$ cat src/rtl/fuzzy_tuner_pkg.sv
// Shared types and width helpers for the fuzzy gain scheduler.
//   state_e           : sequencing FSM states
//   IDX_N/IDX_Z/IDX_P : membership slot indices (negative / zero / positive)
//   mem_w/den_w/num_w : derived widths from the saturation range and gain width
package fuzzy_tuner_pkg;

  typedef enum logic [2:0] {
    ST_IDLE,
    ST_FUZZ,
    ST_RULE,
    ST_DIV,
    ST_DONE
  } state_e;

  localparam logic [1:0] IDX_N = 2'd0;
  localparam logic [1:0] IDX_Z = 2'd1;
  localparam logic [1:0] IDX_P = 2'd2;

  // A membership value spans 0..SAT.
  function automatic int mem_w(input int sat);
    return $clog2(sat + 1);
  endfunction

  // Sum of three memberships.
  function automatic int den_w(input int sat);
    return mem_w(sat) + 2;
  endfunction

  // Sum of three membership*singleton products.
  function automatic int num_w(input int sat, input int gain_w);
    return mem_w(sat) + gain_w + 2;
  endfunction

endpackage

$ cat src/rtl/gain_divider.sv
// Serial restoring divider, one quotient bit per enabled cycle.
//   clk, rst_n : clock, synchronous active-low reset
//   en         : advance enable; low holds every register
//   start      : load num/den and begin a NUM_W-step division
//   num, den   : dividend / divisor
//   quotient   : floor(num/den), valid once the final step has retired
//   done       : high during the cycle whose edge retires the last bit
module gain_divider #(
  parameter int NUM_W = 10,
  parameter int DEN_W = 6
) (
  input  logic             clk,
  input  logic             rst_n,
  input  logic             en,
  input  logic             start,
  input  logic [NUM_W-1:0] num,
  input  logic [DEN_W-1:0] den,
  output logic [NUM_W-1:0] quotient,
  output logic             done
);

  localparam int CNT_W = (NUM_W > 1) ? $clog2(NUM_W) : 1;

  // quo_q starts as the dividend; dividend bits shift out of the top while
  // quotient bits shift in at the bottom.
  logic [NUM_W-1:0] quo_q, quo_d;
  logic [DEN_W-1:0] rem_q, rem_d;
  logic [DEN_W-1:0] den_q, den_d;
  logic [CNT_W-1:0] cnt_q, cnt_d;
  logic             run_q, run_d;
  logic [DEN_W:0]   rem_sh;
  logic             ge;

  assign quotient = quo_q;
  assign done     = run_q && (cnt_q == CNT_W'(NUM_W - 1));

  always_comb begin
    quo_d  = quo_q;
    rem_d  = rem_q;
    den_d  = den_q;
    cnt_d  = cnt_q;
    run_d  = run_q;
    rem_sh = {rem_q, quo_q[NUM_W-1]};
    ge     = (rem_sh >= {1'b0, den_q});
    if (start) begin
      quo_d = num;
      rem_d = '0;
      den_d = den;
      cnt_d = '0;
      run_d = 1'b1;
    end else if (run_q) begin
      // Remainder always ends below den, so it fits DEN_W bits.
      rem_d = ge ? DEN_W'(rem_sh - {1'b0, den_q}) : DEN_W'(rem_sh);
      quo_d = {quo_q[NUM_W-2:0], ge};
      cnt_d = cnt_q + 1'b1;
      if (done) run_d = 1'b0;
    end
  end

  always_ff @(posedge clk) begin
    if (!rst_n) begin
      quo_q <= '0;
      rem_q <= '0;
      den_q <= '0;
      cnt_q <= '0;
      run_q <= 1'b0;
    end else if (en) begin
      quo_q <= quo_d;
      rem_q <= rem_d;
      den_q <= den_d;
      cnt_q <= cnt_d;
      run_q <= run_d;
    end
  end

endmodule

$ cat src/rtl/fuzzy_gain_scheduler.sv
// Multi-cycle fuzzy PD gain scheduler. Fuzzifies velocity error and its
// change, evaluates a 3x3 rule table and defuzzifies Kp/Kd by weighted
// average using two serial dividers.
//   clk, rst_n              : clock, synchronous active-low reset
//   enable                  : low freezes FSM and all registers
//   start                   : sample request, accepted when idle
//   target_vel, current_vel : velocities captured on accept
//   kp, kd                  : gains, updated only in the valid cycle
//   valid                   : one-cycle update pulse
//   busy                    : high from accept until the update cycle
module fuzzy_gain_scheduler
  import fuzzy_tuner_pkg::*;
#(
  parameter int VEL_W  = 10,
  parameter int GAIN_W = 4,
  parameter int SAT    = 10,
  parameter int KP_S   = 1,
  parameter int KP_M   = 4,
  parameter int KP_L   = 7,
  parameter int KD_S   = 2,
  parameter int KD_M   = 9,
  parameter int KD_L   = 12
) (
  input  logic              clk,
  input  logic              rst_n,
  input  logic              enable,
  input  logic              start,
  input  logic [VEL_W-1:0]  target_vel,
  input  logic [VEL_W-1:0]  current_vel,
  output logic [GAIN_W-1:0] kp,
  output logic [GAIN_W-1:0] kd,
  output logic              valid,
  output logic              busy
);

  localparam int MW    = mem_w(SAT);
  localparam int E_W   = VEL_W + 1;
  localparam int D_W   = E_W + 1;           // delta-error needs one more bit
  localparam int DEN_W = den_w(SAT);
  localparam int NUM_W = num_w(SAT, GAIN_W);

  localparam logic signed [D_W-1:0] SAT_S = D_W'(SAT);

  state_e                   state_q, state_d;
  logic [VEL_W-1:0]         tgt_q, tgt_d, cur_q, cur_d;
  logic signed [E_W-1:0]    e_q, e_d, prev_q, prev_d;
  logic [2:0][MW-1:0]       me_q, me_d, mde_q, mde_d;
  logic                     kp_dz_q, kp_dz_d, kd_dz_q, kd_dz_d;
  logic [GAIN_W-1:0]        kp_q, kp_d, kd_q, kd_d;
  logic                     valid_q, valid_d;

  logic signed [D_W-1:0]    e_full, de_full;
  logic [2:0][2:0][MW-1:0]  m;
  logic [MW-1:0]            kp_ws, kp_wm, kp_wl, kd_ws, kd_wm, kd_wl;
  logic [NUM_W-1:0]         kp_num, kd_num, kp_quo, kd_quo;
  logic [DEN_W-1:0]         kp_den, kd_den;
  logic                     div_start, kp_done, kd_done;
  logic [GAIN_W-1:0]        kp_sat, kd_sat;

  assign kp    = kp_q;
  assign kd    = kd_q;
  assign valid = valid_q;
  assign busy  = (state_q != ST_IDLE);

  // Clamp to [-SAT, SAT] and split into N/Z/P; the three always sum to SAT.
  function automatic logic [2:0][MW-1:0] memb(input logic signed [D_W-1:0] x);
    logic signed [D_W-1:0] xc;
    logic [2:0][MW-1:0]    r;
    if (x > SAT_S)       xc = SAT_S;
    else if (x < -SAT_S) xc = -SAT_S;
    else                 xc = x;
    r = '0;
    if (xc[D_W-1]) begin
      r[IDX_N] = MW'(-xc);
      r[IDX_Z] = MW'(SAT_S + xc);
    end else begin
      r[IDX_Z] = MW'(SAT_S - xc);
      r[IDX_P] = MW'(xc);
    end
    return r;
  endfunction

  function automatic logic [MW-1:0] max2(input logic [MW-1:0] a, input logic [MW-1:0] b);
    return (a > b) ? a : b;
  endfunction

  assign e_full  = $signed({2'b00, tgt_q}) - $signed({2'b00, cur_q});
  assign de_full = e_full - $signed({prev_q[E_W-1], prev_q});

  // Rule firing strengths and weighted-average operands.
  always_comb begin
    for (int i = 0; i < 3; i++)
      for (int j = 0; j < 3; j++)
        m[i][j] = (me_q[i] < mde_q[j]) ? me_q[i] : mde_q[j];
    kp_ws = m[1][1];
    kp_wm = max2(max2(max2(m[1][0], m[0][1]), max2(m[2][1], m[1][2])),
                 max2(m[0][0], m[2][2]));
    kp_wl = max2(m[0][2], m[2][0]);
    kd_ws = max2(max2(m[0][2], m[2][0]), m[1][1]);
    kd_wm = max2(max2(m[0][0], m[0][1]), max2(m[2][1], m[2][2]));
    kd_wl = max2(m[1][0], m[1][2]);
    kp_num = NUM_W'(kp_ws) * NUM_W'(KP_S) + NUM_W'(kp_wm) * NUM_W'(KP_M)
           + NUM_W'(kp_wl) * NUM_W'(KP_L);
    kd_num = NUM_W'(kd_ws) * NUM_W'(KD_S) + NUM_W'(kd_wm) * NUM_W'(KD_M)
           + NUM_W'(kd_wl) * NUM_W'(KD_L);
    kp_den = DEN_W'(kp_ws) + DEN_W'(kp_wm) + DEN_W'(kp_wl);
    kd_den = DEN_W'(kd_ws) + DEN_W'(kd_wm) + DEN_W'(kd_wl);
  end

  assign kp_sat = (|kp_quo[NUM_W-1:GAIN_W]) ? {GAIN_W{1'b1}} : kp_quo[GAIN_W-1:0];
  assign kd_sat = (|kd_quo[NUM_W-1:GAIN_W]) ? {GAIN_W{1'b1}} : kd_quo[GAIN_W-1:0];

  always_comb begin
    state_d   = state_q;
    tgt_d     = tgt_q;
    cur_d     = cur_q;
    e_d       = e_q;
    prev_d    = prev_q;
    me_d      = me_q;
    mde_d     = mde_q;
    kp_dz_d   = kp_dz_q;
    kd_dz_d   = kd_dz_q;
    kp_d      = kp_q;
    kd_d      = kd_q;
    valid_d   = 1'b0;
    div_start = 1'b0;
    case (state_q)
      ST_IDLE: if (start) begin
        tgt_d   = target_vel;
        cur_d   = current_vel;
        state_d = ST_FUZZ;
      end
      ST_FUZZ: begin
        e_d     = E_W'(e_full);
        me_d    = memb(e_full);
        mde_d   = memb(de_full);
        state_d = ST_RULE;
      end
      ST_RULE: begin
        div_start = 1'b1;
        kp_dz_d   = (kp_den == '0);
        kd_dz_d   = (kd_den == '0);
        state_d   = ST_DIV;
      end
      ST_DIV: if (kp_done && kd_done) state_d = ST_DONE;
      ST_DONE: begin
        // A zero weight sum leaves that gain untouched.
        if (!kp_dz_q) kp_d = kp_sat;
        if (!kd_dz_q) kd_d = kd_sat;
        valid_d = 1'b1;
        prev_d  = e_q;
        state_d = ST_IDLE;
      end
      default: state_d = ST_IDLE;
    endcase
  end

  always_ff @(posedge clk) begin
    if (!rst_n) begin
      state_q <= ST_IDLE;
      tgt_q   <= '0;
      cur_q   <= '0;
      e_q     <= '0;
      prev_q  <= '0;
      me_q    <= '0;
      mde_q   <= '0;
      kp_dz_q <= 1'b0;
      kd_dz_q <= 1'b0;
      kp_q    <= '0;
      kd_q    <= '0;
      valid_q <= 1'b0;
    end else if (enable) begin
      state_q <= state_d;
      tgt_q   <= tgt_d;
      cur_q   <= cur_d;
      e_q     <= e_d;
      prev_q  <= prev_d;
      me_q    <= me_d;
      mde_q   <= mde_d;
      kp_dz_q <= kp_dz_d;
      kd_dz_q <= kd_dz_d;
      kp_q    <= kp_d;
      kd_q    <= kd_d;
      valid_q <= valid_d;
    end
  end

  gain_divider #(.NUM_W(NUM_W), .DEN_W(DEN_W)) u_kp_div (
    .clk(clk), .rst_n(rst_n), .en(enable), .start(div_start),
    .num(kp_num), .den(kp_den), .quotient(kp_quo), .done(kp_done)
  );

  gain_divider #(.NUM_W(NUM_W), .DEN_W(DEN_W)) u_kd_div (
    .clk(clk), .rst_n(rst_n), .en(enable), .start(div_start),
    .num(kd_num), .den(kd_den), .quotient(kd_quo), .done(kd_done)
  );

endmodule

$ cat config.mk
export PLATFORM = sky130hd
export DESIGN_NAME = fuzzy_gain_scheduler
export DESIGN_NICKNAME = d
export VERILOG_FILES = /design/src/rtl/fuzzy_tuner_pkg.sv /design/src/rtl/gain_divider.sv /design/src/rtl/fuzzy_gain_scheduler.sv
export SDC_FILE = /design/constraint.sdc
export NUM_CORES = 1
export LEC_CHECK = 0
export CORE_ASPECT_RATIO = 1.1
export CORE_MARGIN = 10
export CORE_UTILIZATION = 64
export DETAILED_ROUTE_END_ITERATION = 6
export HOLD_SLACK_MARGIN = 0.08
export PLACE_DENSITY = 0.82
export SETUP_SLACK_MARGIN = 0.3
export SLEW_MARGIN = 10
export SYNTH_ARGS = -nofsm -noshare
export SYNTH_HDL_FRONTEND = slang
export SYNTH_SLANG_ARGS = --single-unit
$ cat constraint.sdc
create_clock -name clk -period 10.7 [get_ports clk]
set_input_delay 2.675 -clock clk [delete_from_list [all_inputs] [get_ports clk]]
set_output_delay 2.675 -clock clk [all_outputs]
set_load 0.05 [all_outputs]
==> results.txt, run 1 <==
----------------------------------------------------
[Run status]
  Status ... complete, no violations

[Hold path]
  Worst Hold Class ... flip-flop to flip-flop

[Critical path]
  WS Path Type ... flip-flop to flip-flop
  Critical path endpoint category ... flip-flop
  Arrival time of the worst setup path ... 8.65 ns
  Worst endpoint required time ... 11.07 ns
  Startpoint Class ... flip-flop
  CP max-delay cell ... sky130_fd_sc_hd__fa_1
  CP max stage delay ... between 0.5 and 0.6 ns
  Maximum fanout along the worst path ... 8

[Global routing]
  GRT Overall Usage ... 0.2362
  Number of antenna violations at the first check in global routing ... 0
  Pin count of the biggest net entering global routing ... 89
  Overflow left after global routing ... 0
  Global-route wire length before repair ... 47,560 µm
  Vias in the first global route ... 9,903

[Floorplan]
  Starting density of the core ... 0.6540
  Area enclosed by the die boundary ... 23,990 µm²
  Count of boundary I/O pins ... 34
  Area of the core ... 17,800 µm²
  Width of the chip ... 148.6 µm
  # rows ... 51
  Floorplan die height ... 161.5 µm

[Timing]
  Fin Clk Skew ... 0.01032 ns
  Slew Viols, Final ... 0
  Total of endpoints with negative setup slack in the final report ... 0
  Final setup TNS ... 0 ns
  Final worst slack ... 2.412 ns
  Period utilisation layout ... 0.7746
  Tightest Pin Transition ... roughly 1.2 ns
  Total count of hold-check failures in the final report ... 0
  Unrepaired setup endpoints after global routing ... no
  Slew headroom ... 0.2141
  Minimum clock period after layout ... 8.288 ns
  Maximum achievable frequency ... 120.7 MHz

[Synthesis]
  Register bit total from synthesis ... around 130
  Dominant combinational cell family by area after synthesis ... adder cells
  Simple-gate share of the synthesized area ... 0.1775
  Synth Area in XOR/XNOR ... 0.02858
  Flip-flop cell with the highest count after synthesis ... sky130_fd_sc_hd__dfxtp_1
  Synthesized instance count ... 1,395
  Mux cell area share after synthesis ... 0.05921
  Number of enable-type register cells in the synthesized netlist ... 0
  Sequential fraction of the synthesis area ... 0.2304
  Compound-cell area share of the yosys netlist ... 0.2201
  Count of cell types in the netlist ... 76
  Share of flip-flops with an asynchronous set or reset after synthesis ... 0
  Avg Cell Area, Syn ... 8.347 µm²
  Synthesis warning total ... 0
  Synthesized Nets ... 1,612
  Combined area of all synthesized cells ... 11,640 µm²
  Post-synthesis share of cell area spent on full adders, half adders and majority gates ... 0.2270

[Clock network]
  Worst-Skew Late Latency ... 0.43 ns
  Clock sink total ... between 100 and 150
  # resized after CTS ... 0
  Worst-path clk slew ... roughly 0.06 ns
  Clock root buffer master ... sky130_fd_sc_hd__clkbuf_16
  CTS tree ... yes
  Number of H-tree branching levels ... 4
  Number of hold-repair buffers added at the cts stage ... 0
  Maximum count of clock buffers along a single path ... 2
  Number of buffers created by CTS ... 17
  Post-CTS Setup Repair Bufs ... 0

[Cells and area]
  Final Core Density ... 0.7161
  Inserted Diodes ... 0
  Nets ... around 1,600
  Total of fill cells in the finished design ... 1,348
  Layout-stage area growth over the synthesis result ... 9.499%
  Commonest cells after routing, fill and taps aside ... 177 x sky130_fd_sc_hd__nand2_1, 164 x sky130_fd_sc_hd__ha_1, 134 x sky130_fd_sc_hd__dfxtp_1
  Most common library cell in the layout ignoring fill and taps ... sky130_fd_sc_hd__nand2_1
  Share of final-layout standard cells stronger than drive strength 1 ... 0.06325
  Area of combinational cells with multiple inputs ... 8304 µm²
  Register cell area after layout ... 2683 µm²
  Filler-free cell count of the finished design ... 1,661

[Routing]
  Number of DRC violations after detailed routing ... 0
  Total iterations of the first detailed-routing run ... 6
  Detailed-route via count ... roughly 10,000
  Top routing layer in use ... met4
  Overall routed net length ... 27,830 µm
  Amount of wire on met2 after detailed routing ... 13,410 µm
  Vias per cell ... 6.001
  Met1 wire length ... about 12,000 µm
  Iteration-0 DRC count of the detailed router ... 756
  Per-cell routed wire length ... approximately 17 µm
  DRT antenna net count ... 0
  DR WL met3 ... 1421 µm

[Power and ir drop]
  Standby leakage power ... 0.005711 µW
  Share of power burned in the clock network ... 0.280
  Internal ... ~1300 µW
  Sequential Power Share ... 0.259
  Total power draw ... slightly above 2000 µW
  Net switching power ... 797.0 µW
  Switching share of power ... 0.3877
  Worst VDD drop ... 0.08994 mV
  Cell area power density ... 161.2 nW/µm²
  Part of the power in combinational logic ... 0.461

[Place]
  Gp weighted congestion ... roughly 0.95
  Placed wire-length estimate ... 21,160 µm
  Dpl cells ... 1,630
  PortBufs ... 33
  Pre-CTS setup slack ... 2.623 ns

[Job]
  Max-Cap Viols ... 0

----------------------------------------------------
[worst max-delay path, delay by kind of cell, from the launching register on]
family	cells	cell delay [ns]
xor+xnor	1	0.17
mux	4	1.53
flops	1	0.40
compound gates	12	2.12
buf+inv	5	0.55
simple gates	8	1.19
fa+ha+maj	6	2.27
[path summary, 6_finish.rpt]
kind / from / end / slack, ns / cells past startpoint
worst max-delay path: mde_q[11] / kp_dz_q / 2.41 / 36
worst min-delay path: kd_dz_q / kd_dz_q / 0.46 / 2
worst max register to register: mde_q[11] / kp_dz_q / 2.41 / 36
worst min register to register: kd_dz_q / kd_dz_q / 0.46 / 2
[cell families after synthesis]
kind of cell	after synthesis
AO/OA/AOI/OAI	353
XOR/XNOR	38
adder cells (fa/ha/maj)	194
buffers and inverters	177
flip-flops	134
multiplexers	65
AND/OR/NAND/NOR	434
[cells in the mapped netlist (4+ instances only)]
cell	n	area (µm²)
sky130_fd_sc_hd__nor4_1	7	43.79
sky130_fd_sc_hd__o21ai_1	4	20.02
sky130_fd_sc_hd__o221a_2	9	101.4
sky130_fd_sc_hd__mux2i_1	46	460.4
sky130_fd_sc_hd__ha_1	164	2052
sky130_fd_sc_hd__and3_1	6	37.54
sky130_fd_sc_hd__a22oi_1	9	67.56
sky130_fd_sc_hd__o31ai_1	5	37.54
sky130_fd_sc_hd__xor2_1	19	166.4
sky130_fd_sc_hd__nor2_1	76	285.3
sky130_fd_sc_hd__a21o_1	34	255.2
sky130_fd_sc_hd__nand4_1	5	31.28
sky130_fd_sc_hd__xnor2_1	19	166.4
sky130_fd_sc_hd__a211oi_1	8	60.06
sky130_fd_sc_hd__dfxtp_1	134	2683
sky130_fd_sc_hd__nand3_1	38	190.2
sky130_fd_sc_hd__fa_1	29	580.6
sky130_fd_sc_hd__nand2_1	177	664.4
sky130_fd_sc_hd__o21a_1	16	120.1
sky130_fd_sc_hd__inv_1	131	491.7
sky130_fd_sc_hd__o22ai_1	4	25.02
sky130_fd_sc_hd__o211a_1	16	160.2
sky130_fd_sc_hd__mux2_2	17	191.4
sky130_fd_sc_hd__o211ai_1	5	37.54
sky130_fd_sc_hd__nor3_1	11	55.05
sky130_fd_sc_hd__a31oi_1	5	31.28
sky130_fd_sc_hd__nor3b_1	5	37.54
sky130_fd_sc_hd__a41o_1	5	50.05
sky130_fd_sc_hd__or3_1	6	37.54
sky130_fd_sc_hd__clkbuf_1	41	153.9
sky130_fd_sc_hd__a21boi_0	63	473.0
sky130_fd_sc_hd__nor2b_1	39	244.0
sky130_fd_sc_hd__and2_1	18	112.6
sky130_fd_sc_hd__o2111ai_1	4	35.03
sky130_fd_sc_hd__nand3b_1	8	60.06
sky130_fd_sc_hd__a21oi_1	68	340.3
sky130_fd_sc_hd__o21ai_0	60	300.3
sky130_fd_sc_hd__nand2b_1	26	162.7
[per-layer routing]
| metal | track usage | vias up |
|---|---|---|
| met1 | 0.2905 | 4707 |
| li1 | - | 4931 |
| met2 | 0.4004 | 273 |
| met3 | 0.04332 | 57 |
| met4 | 0.08747 | 0 |
| met5 | 0 | - |
[stage by stage]
stage,hold WS [ns],area (µm²)
after floorplan,0.4344,11640
final,0.4618,12750
after detailed placement,0.4506,12180
after CTS,0.4605,12750
after global placement,0.4446,12180
after global routing,0.4861,12750
[flip-flops by register name (all words and copies together), names as in the netlist, 10 cells and up]
register	flops
e_q	11
tgt_q	10
u_kp_div.quotient	10
mde_q	12
u_kd_div.quotient	10
me_q	12
prev_q	11
cur_q	10
[cell type report]
type,count,area share
clock buffer,20,0.03503
clock inverter,11,0.01001
inverter,132,0.03886
multi-input combinational,1084,0.6513
sequential,134,0.2104
tap,238,0.02336
timing repair buffer,42,0.03101
[power groups by stage]
stage	Clock [µW]	Sequential [µW]	Combinational [µW]
finish	576	532	948
global route	602	534	1060
floorplan	0	536	752
detailed placement	0	543	927
CTS	580	532	936
global placement	0	542	900
Power figures use the tool's default switching activity.
==> run 2, diff against run 1 <==
--- a/config.mk
+++ b/config.mk
@@ -7,10 +7,10 @@
 export LEC_CHECK = 0
 export CORE_ASPECT_RATIO = 1.1
 export CORE_MARGIN = 10
-export CORE_UTILIZATION = 64
+export CORE_UTILIZATION = 58
 export DETAILED_ROUTE_END_ITERATION = 6
 export HOLD_SLACK_MARGIN = 0.08
-export PLACE_DENSITY = 0.82
+export PLACE_DENSITY = 0.79
 export SETUP_SLACK_MARGIN = 0.3
 export SLEW_MARGIN = 10
 export SYNTH_ARGS = -nofsm -noshare
==> constraint.sdc (replaced) <==
create_clock -name clk -period 7.1 [get_ports clk]
set_input_delay 1.775 -clock clk [delete_from_list [all_inputs] [get_ports clk]]
set_output_delay 1.775 -clock clk [all_outputs]
set_load 0.05 [all_outputs]
==> results.txt, run 2 (synthesis gave the netlist of run 1 again) <==
----------------------------------------------------
[Run status]
  Status ... complete, but fails checks
  Failing checks ... negative setup slack

[Floorplan]
  Area enclosed by the die boundary ... 26,150 µm² (+9.0%)
  Count of boundary I/O pins ... 34 (unchanged)
  # rows ... 54 (+5.9%)
  Width of the chip ... 155.1 µm (+4.4%)
  Starting density of the core ... 0.5882 (-0.06585)
  Area of the core ... 19,800 µm² (+11%)
  Floorplan die height ... 168.6 µm (+4.4%)

[Routing]
  DRT antenna net count ... 0 (unchanged)
  DR WL met3 ... 1967 µm (+38%)
  Overall routed net length ... 32,980 µm (+18%)
  Met1 wire length ... 13,510 µm (+9.8%)
  Iteration-0 DRC count of the detailed router ... 1,076 (+42%)
  Per-cell routed wire length ... 18.61 µm (+11%)
  Detailed-route via count ... 10,836 (+8.7%)
  Top routing layer in use ... met4
  Number of DRC violations after detailed routing ... 0 (unchanged)
  Vias per cell ... 6.115 (+1.9%)
  Amount of wire on met2 after detailed routing ... 16,350 µm (+22%)
  Total iterations of the first detailed-routing run ... 5 (-1)

[Timing]
  Worst Hold Margin ... 0.4516 ns (-0.01017 ns)
  Unrepaired setup endpoints after global routing ... yes
  Final worst slack ... -0.4144 ns (-2.826 ns)
  Minimum clock period after layout ... 7.514 ns (-0.7740 ns)
  Final setup TNS ... -1.553 ns (-1.553 ns)
  Fin Clk Skew ... 0.01447 ns (+0.004148 ns)
  Maximum achievable frequency ... 133.1 MHz (+10%)
  Period utilisation layout ... 1.058 (+0.2837)
  Slew headroom ... 0.1196 (-0.09458)
  Total of endpoints with negative setup slack in the final report ... 7 (+7)
  Total count of hold-check failures in the final report ... 0 (unchanged)
  Tightest Pin Transition ... 1.312 ns (+0.1374 ns)
  Slew Viols, Final ... 0 (unchanged)

[Hold path]
  Worst Hold Class ... flip-flop to flip-flop
  Hold endpoint ... prev_q[1]
  Hold path cells ... 2 (unchanged)
  Start point of the worst hold path ... e_q[1]

[Clock network]
  Number of H-tree branching levels ... 4 (unchanged)
  Maximum count of clock buffers along a single path ... 2 (unchanged)
  Number of hold-repair buffers added at the cts stage ... 0 (unchanged)
  Worst-Skew Late Latency ... 0.43 ns (about the same)
  Clock root buffer master ... sky130_fd_sc_hd__clkbuf_16
  Clock sink total ... 134 (unchanged)
  Number of buffers created by CTS ... 17 (unchanged)
  Worst-path clk slew ... 0.07 ns (about the same)
  CTS tree ... yes

[Power and ir drop]
  Worst VDD drop ... 0.1853 mV (+110%)
  Standby leakage power ... 0.006240 µW (+9.3%)
  Cell area power density ... 256.7 nW/µm² (+59%)

[Critical path]
  Crit path max-delay family ... compound AO/OA/AOI/OAI gates
  Worst r2r src ... mde_q[5]
  Arrival time of the worst setup path ... 7.83 ns (-0.82 ns)
  Critical path endpoint category ... flip-flop
  WS Path Type ... flip-flop to flip-flop
  Startpoint Class ... flip-flop
  Depth of the worst register-to-register path ... 38 (+5.6%)
  Worst endpoint required time ... 7.42 ns (-3.65 ns)
  CP most frequent cell ... sky130_fd_sc_hd__ha_4
  CP max stage delay ... 0.57 ns (about the same)
  Slack of the worst reg-to-reg path ... -0.41 ns (-2.83 ns)
  CP max-delay cell ... sky130_fd_sc_hd__fa_1
  Maximum fanout along the worst path ... 6 (-2)
  Reg-to-Reg End ... u_kp_div.quotient[6]
  Buf/Inv on CP ... 6 (+1)

[Global routing]
  Pin count of the biggest net entering global routing ... 75 (-16%)
  Vias in the first global route ... 10,672 (+7.8%)
  Overflow left after global routing ... 0 (unchanged)
  Number of antenna violations at the first check in global routing ... 0 (unchanged)
  GRT Overall Usage ... 0.2346 (-0.001677)
  Global-route wire length before repair ... 51,540 µm (+8.4%)

[Job]
  Max-Cap Viols ... 0 (unchanged)

[Cells and area]
  Top flop regs ... mde_q: 12 flops, me_q: 12 flops
  Layout-stage area growth over the synthesis result ... 21.72%
  Commonest cells after routing, fill and taps aside ... 174 x sky130_fd_sc_hd__nand2_1, 143 x sky130_fd_sc_hd__ha_1, 126 x sky130_fd_sc_hd__dfxtp_1
  Nets ... 1,724 (+5.9%)
  Inserted Diodes ... 0 (unchanged)
  Filler-free cell count of the finished design ... 1,772 (+6.7%)
  Share of final-layout standard cells stronger than drive strength 1 ... 0.1947 (+0.1315)
  Most common library cell in the layout ignoring fill and taps ... sky130_fd_sc_hd__nand2_1

[Place]
  Placed wire-length estimate ... 22,400 µm (+5.9%)
  PortBufs ... 33 (unchanged)
  Gp weighted congestion ... 0.9301 (-1.7%)
  Dpl cells ... 1,707 (+4.7%)

----------------------------------------------------
run 2: cell count changes in the layout (fill, tap and decap cells not counted), sizes merged:
cell      before  now
bufinv         2    4
buf           10  106
clkinvlp       3    2
inv          133  138
clkinv         5    3
clkbuf        20   17
run 2: where the power goes:
part | switching, µW | internal [µW] | leakage, µW | total [µW]
logic | 1020 | 845 | 0.00484 | 1860
registers | 20.1 | 777 | 0.00109 | 797
clock network | 380 | 598 | 0.000310 | 979
run 2: area by class of cell:
type,instances,area (µm²)
sequential,134,2698
clock buffer,17,425.4
inverter,132,498.0
clock inverter,15,217.7
timing repair buffer,138,1131
fill,1391,5624
multi-input combinational,1084,8887
tap,252,315.3
run 2: timing repair:
| action | 4_1_cts | 5_1_grt |
|---|---|---|
| endpoints found under the setup margin | 11 | 17 |
| buffers inserted | 16 | 17 |
| pin swaps | 22 | 44 |
| resized for setup | 44 | 63 |
| gates cloned | 0 | 0 |
run 2: worst max-delay path by stage:
stage | from | end | cells after the start
floorplan | mde_q[5] | kp_dz_q | 38
global placement | mde_q[5] | kp_dz_q | 37
detailed placement | mde_q[5] | kp_dz_q | 38
CTS | mde_q[6] | kp_dz_q | 38
global route | mde_q[7] | u_kp_div.quotient[6] | 39
finish | mde_q[5] | u_kp_div.quotient[6] | 38
run 2: routing by layer:
layer | global-route usage | vias up
met1 | 0.2844 | 5180
met5 | 0 | -
li1 | - | 5104
met3 | 0.04183 | 105
met2 | 0.4013 | 447
met4 | 0.09330 | 0
run 2: worst reg2reg max path, delay by kind of cell, from the launching register on:
kind | cells | cell delay [ns]
compound gates | 14 | 2.53
fa+ha+maj | 7 | 2.09
mux | 4 | 1.06
simple gates | 6 | 0.67
buf+inv | 6 | 0.60
flops | 1 | 0.35
xor+xnor | 1 | 0.10
run 2: through the flow:
| stage | util | instance area, µm² | setup WS, ns | total power (µW) |
|---|---|---|---|---|
| after floorplan | - | 11790 | 0.2452 | 1995 |
| after global placement | 0.6469 | 12810 | 0.06593 | 2281 |
| after detailed placement | 0.6469 | 12810 | -0.1954 | 2335 |
| after CTS | 0.6935 | 13730 | 0.1165 | 3416 |
| after global routing | 0.7159 | 14170 | -0.7114 | 3840 |
| final | 0.7159 | 14170 | -0.4144 | 3639 |
==> run 3, diff against run 2 <==
--- a/config.mk
+++ b/config.mk
@@ -5,7 +5,8 @@
 export SDC_FILE = /design/constraint.sdc
 export NUM_CORES = 1
 export LEC_CHECK = 0
-export CORE_ASPECT_RATIO = 1.1
+export CAP_MARGIN = 15
+export CORE_ASPECT_RATIO = 2
 export CORE_MARGIN = 10
 export CORE_UTILIZATION = 58
 export DETAILED_ROUTE_END_ITERATION = 6
==> results.txt, run 3 (synthesis gave the netlist of run 1 again) <==
----------------------------------------------------
[Run status]
  Status ... complete, no violations

[Clock network]
  Maximum count of clock buffers along a single path ... 2 (unchanged)
  Worst-Skew Late Latency ... 0.45 ns (+0.02 ns)
  CTS tree ... yes
  Number of H-tree branching levels ... 4 (unchanged)
  Number of buffers created by CTS ... 17 (unchanged)
  Worst-path clk slew ... 0.06 ns (about the same)
  Clock sink total ... 134 (unchanged)
  Clock root buffer master ... sky130_fd_sc_hd__clkbuf_16

[Power and ir drop]
  Cell area power density ... 250.8 nW/µm² (-2.3%)
  Part of the power in combinational logic ... 0.548 (+0.036)
  Net switching power ... 1439 µW (+1.4%)
  Internal ... 2197 µW (-1.0%)
  Sequential Power Share ... 0.219 (about the same)
  Standby leakage power ... 0.006375 µW (+2.2%)
  Share of power burned in the clock network ... 0.233 (-0.036)
  Total power draw ... 3636 µW (about the same)
  Worst VDD drop ... 0.2200 mV (+19%)
  Switching share of power ... 0.3956 (+0.005779)

[Routing]
  DRT antenna net count ... 0 (unchanged)
  Iteration-0 DRC count of the detailed router ... 641 (-40%)
  Detailed-route via count ... 10,902 (+0.61%)
  Total iterations of the first detailed-routing run ... 5 (unchanged)
  Per-cell routed wire length ... 19.90 µm (+7.0%)
  Number of DRC violations after detailed routing ... 0 (unchanged)
  Overall routed net length ... 35,970 µm (+9.1%)
  Vias per cell ... 6.033 (-1.3%)

[Critical path]
  Depth of the worst register-to-register path ... 38 (unchanged)
  Maximum fanout along the worst path ... 5 (-1)
  Critical path endpoint category ... flip-flop
  First element of the critical path ... mde_q[5]
  Instance count on the critical path ... 38 (unchanged)
  Buf/Inv on CP ... 6 (unchanged)
  CP max-delay cell ... sky130_fd_sc_hd__or4_1
  Capturing instance or port of the critical path ... kp_dz_q
  Arrival time of the worst setup path ... 7.42 ns (-0.41 ns)
  CP max stage delay ... 0.41 ns (-0.16 ns)
  Crit path max-delay family ... adder cells
  Reg-to-Reg End ... kp_dz_q
  Worst r2r src ... mde_q[5]
  Slack of the worst reg-to-reg path ... 0.06 ns (+0.47 ns)
  WS Path Type ... flip-flop to flip-flop
  Worst endpoint required time ... 7.48 ns (+0.06 ns)
  Startpoint Class ... flip-flop

[Timing]
  Tightest Pin Transition ... 1.039 ns (-0.2726 ns)
  Total of endpoints with negative setup slack in the final report ... 0 (-7)
  Slew headroom ... 0.3046 (+0.1850)
  Fin Clk Skew ... 0.008588 ns (-0.005879 ns)
  Unrepaired setup endpoints after global routing ... yes
  Maximum achievable frequency ... 142.0 MHz (+6.7%)
  Minimum clock period after layout ... 7.040 ns (-0.4744 ns)
  Slew Viols, Final ... 0 (unchanged)
  Total count of hold-check failures in the final report ... 0 (unchanged)
  Period utilisation layout ... 0.9915 (-0.06682)

[Cells and area]
  Total of fill cells in the finished design ... 1,416 (+1.8%)
  Inserted Diodes ... 0 (unchanged)
  Filler-free cell count of the finished design ... 1,807 (+2.0%)
  Area of combinational cells with multiple inputs ... 9055 µm² (+1.9%)
  Most common library cell in the layout ignoring fill and taps ... sky130_fd_sc_hd__nand2_1
  Final Core Density ... 0.7315 (+0.01562)
  Top flop regs ... mde_q: 12 flops, me_q: 12 flops
  Register cell area after layout ... 2699 µm² (about the same)
  Nets ... 1,750 (+1.5%)
  Share of final-layout standard cells stronger than drive strength 1 ... 0.2194 (+0.02468)
  Layout-stage area growth over the synthesis result ... 24.52%
  Commonest cells after routing, fill and taps aside ... 176 x sky130_fd_sc_hd__nand2_1, 134 x sky130_fd_sc_hd__ha_1, 125 x sky130_fd_sc_hd__dfxtp_1

[Place]
  Dpl cells ... 1,738 (+1.8%)
  PortBufs ... 33 (unchanged)
  Placed wire-length estimate ... 25,870 µm (+15%)
  Gp weighted congestion ... 0.9991 (+7.4%)

[Hold path]
  Start point of the worst hold path ... u_kp_div.den_q[4]
  Worst Hold Class ... flip-flop to flip-flop

[Global routing]
  Global-route wire length before repair ... 53,940 µm (+4.6%)
  GRT Overall Usage ... 0.2573 (+0.02268)
  Pin count of the biggest net entering global routing ... 90 (+20%)
  Overflow left after global routing ... 0 (unchanged)
  Number of antenna violations at the first check in global routing ... 0 (unchanged)
  Vias in the first global route ... 11,073 (+3.8%)

[Floorplan]
  Starting density of the core ... 0.5875 (-0.0007055)
  Area of the core ... 19,820 µm² (+0.12%)
  Area enclosed by the die boundary ... 26,490 µm² (+1.3%)
  Floorplan die height ... 220.4 µm (+31%)
  Count of boundary I/O pins ... 34 (unchanged)
  # rows ... 73 (+35%)
  Width of the chip ... 120.2 µm (-23%)

[Job]
  Max-Cap Viols ... 0 (unchanged)

----------------------------------------------------
==> run 3: power groups by stage <==
| stage | logic, µW | registers (µW) | clock network (µW) |
|---|---|---|---|
| finish | 1990 | 796 | 846 |
| global route | 2140 | 799 | 882 |
| detailed placement | 1630 | 811 | 0 |
| CTS | 1730 | 795 | 850 |
| floorplan | 1190 | 810 | 0 |
| global placement | 1570 | 810 | 0 |
==> run 3: stage by stage <==
stage                     setup WS [ns]  instance area, µm²  hold WS, ns  TNS, ns
after floorplan                  0.2452               11790       0.4344        0
after global placement          0.04398               12970       0.4477        0
after detailed placement        -0.2488               12970       0.4577  -0.6533
after CTS                        0.1583               13800       0.4659        0
after global routing            -0.2749               14500       0.4838  -0.9106
final                           0.06001               14500       0.4574        0
==> run 3: worst reg2reg max path: cells and delay by family (launching register included) <==
family / cells / cell delay (ns)
compound gates: 13 / 1.95
xor+xnor: 1 / 0.16
fa+ha+maj: 7 / 2.07
buf+inv: 6 / 0.64
flops: 1 / 0.36
mux: 3 / 0.56
simple gates: 8 / 1.21
==> run 3: layout make-up <==
type	count	share of cell area
clock buffers	23	0.03297
clock inverters	8	0.005178
inverters	132	0.03452
multi-input cells	1084	0.6245
flip-flops and latches	134	0.1861
well taps	262	0.02261
repair buffers	164	0.09406
==> run 3: routing by layer <==
metal / vias up / GRT usage / wire length, µm
met2: 371 / 0.4954 / 19380
li1: 5162 / - / -
met3: 202 / 0.05385 / 1706
met4: 0 / 0.2235 / 3376
met1: 5167 / 0.2144 / 11500
met5: - / 0 / 0
==> run 3: how the worst min path moves through the flow <==
stage | cells past startpoint | endpoint
after global placement | 2 | prev_q[8]
after global routing | 2 | u_kp_div.den_q[4]
after detailed placement | 2 | u_kp_div.den_q[2]
after CTS | 2 | u_kp_div.den_q[2]
final | 2 | u_kp_div.den_q[4]
after floorplan | 2 | kd_dz_q
==> run 3: what timing repair did <==
action                                  CTS  global route
pin swaps                                17            62
resized for setup                        45           101
hold buffers                              0             0
buffers inserted                         13            25
endpoints found under the setup margin   12            17
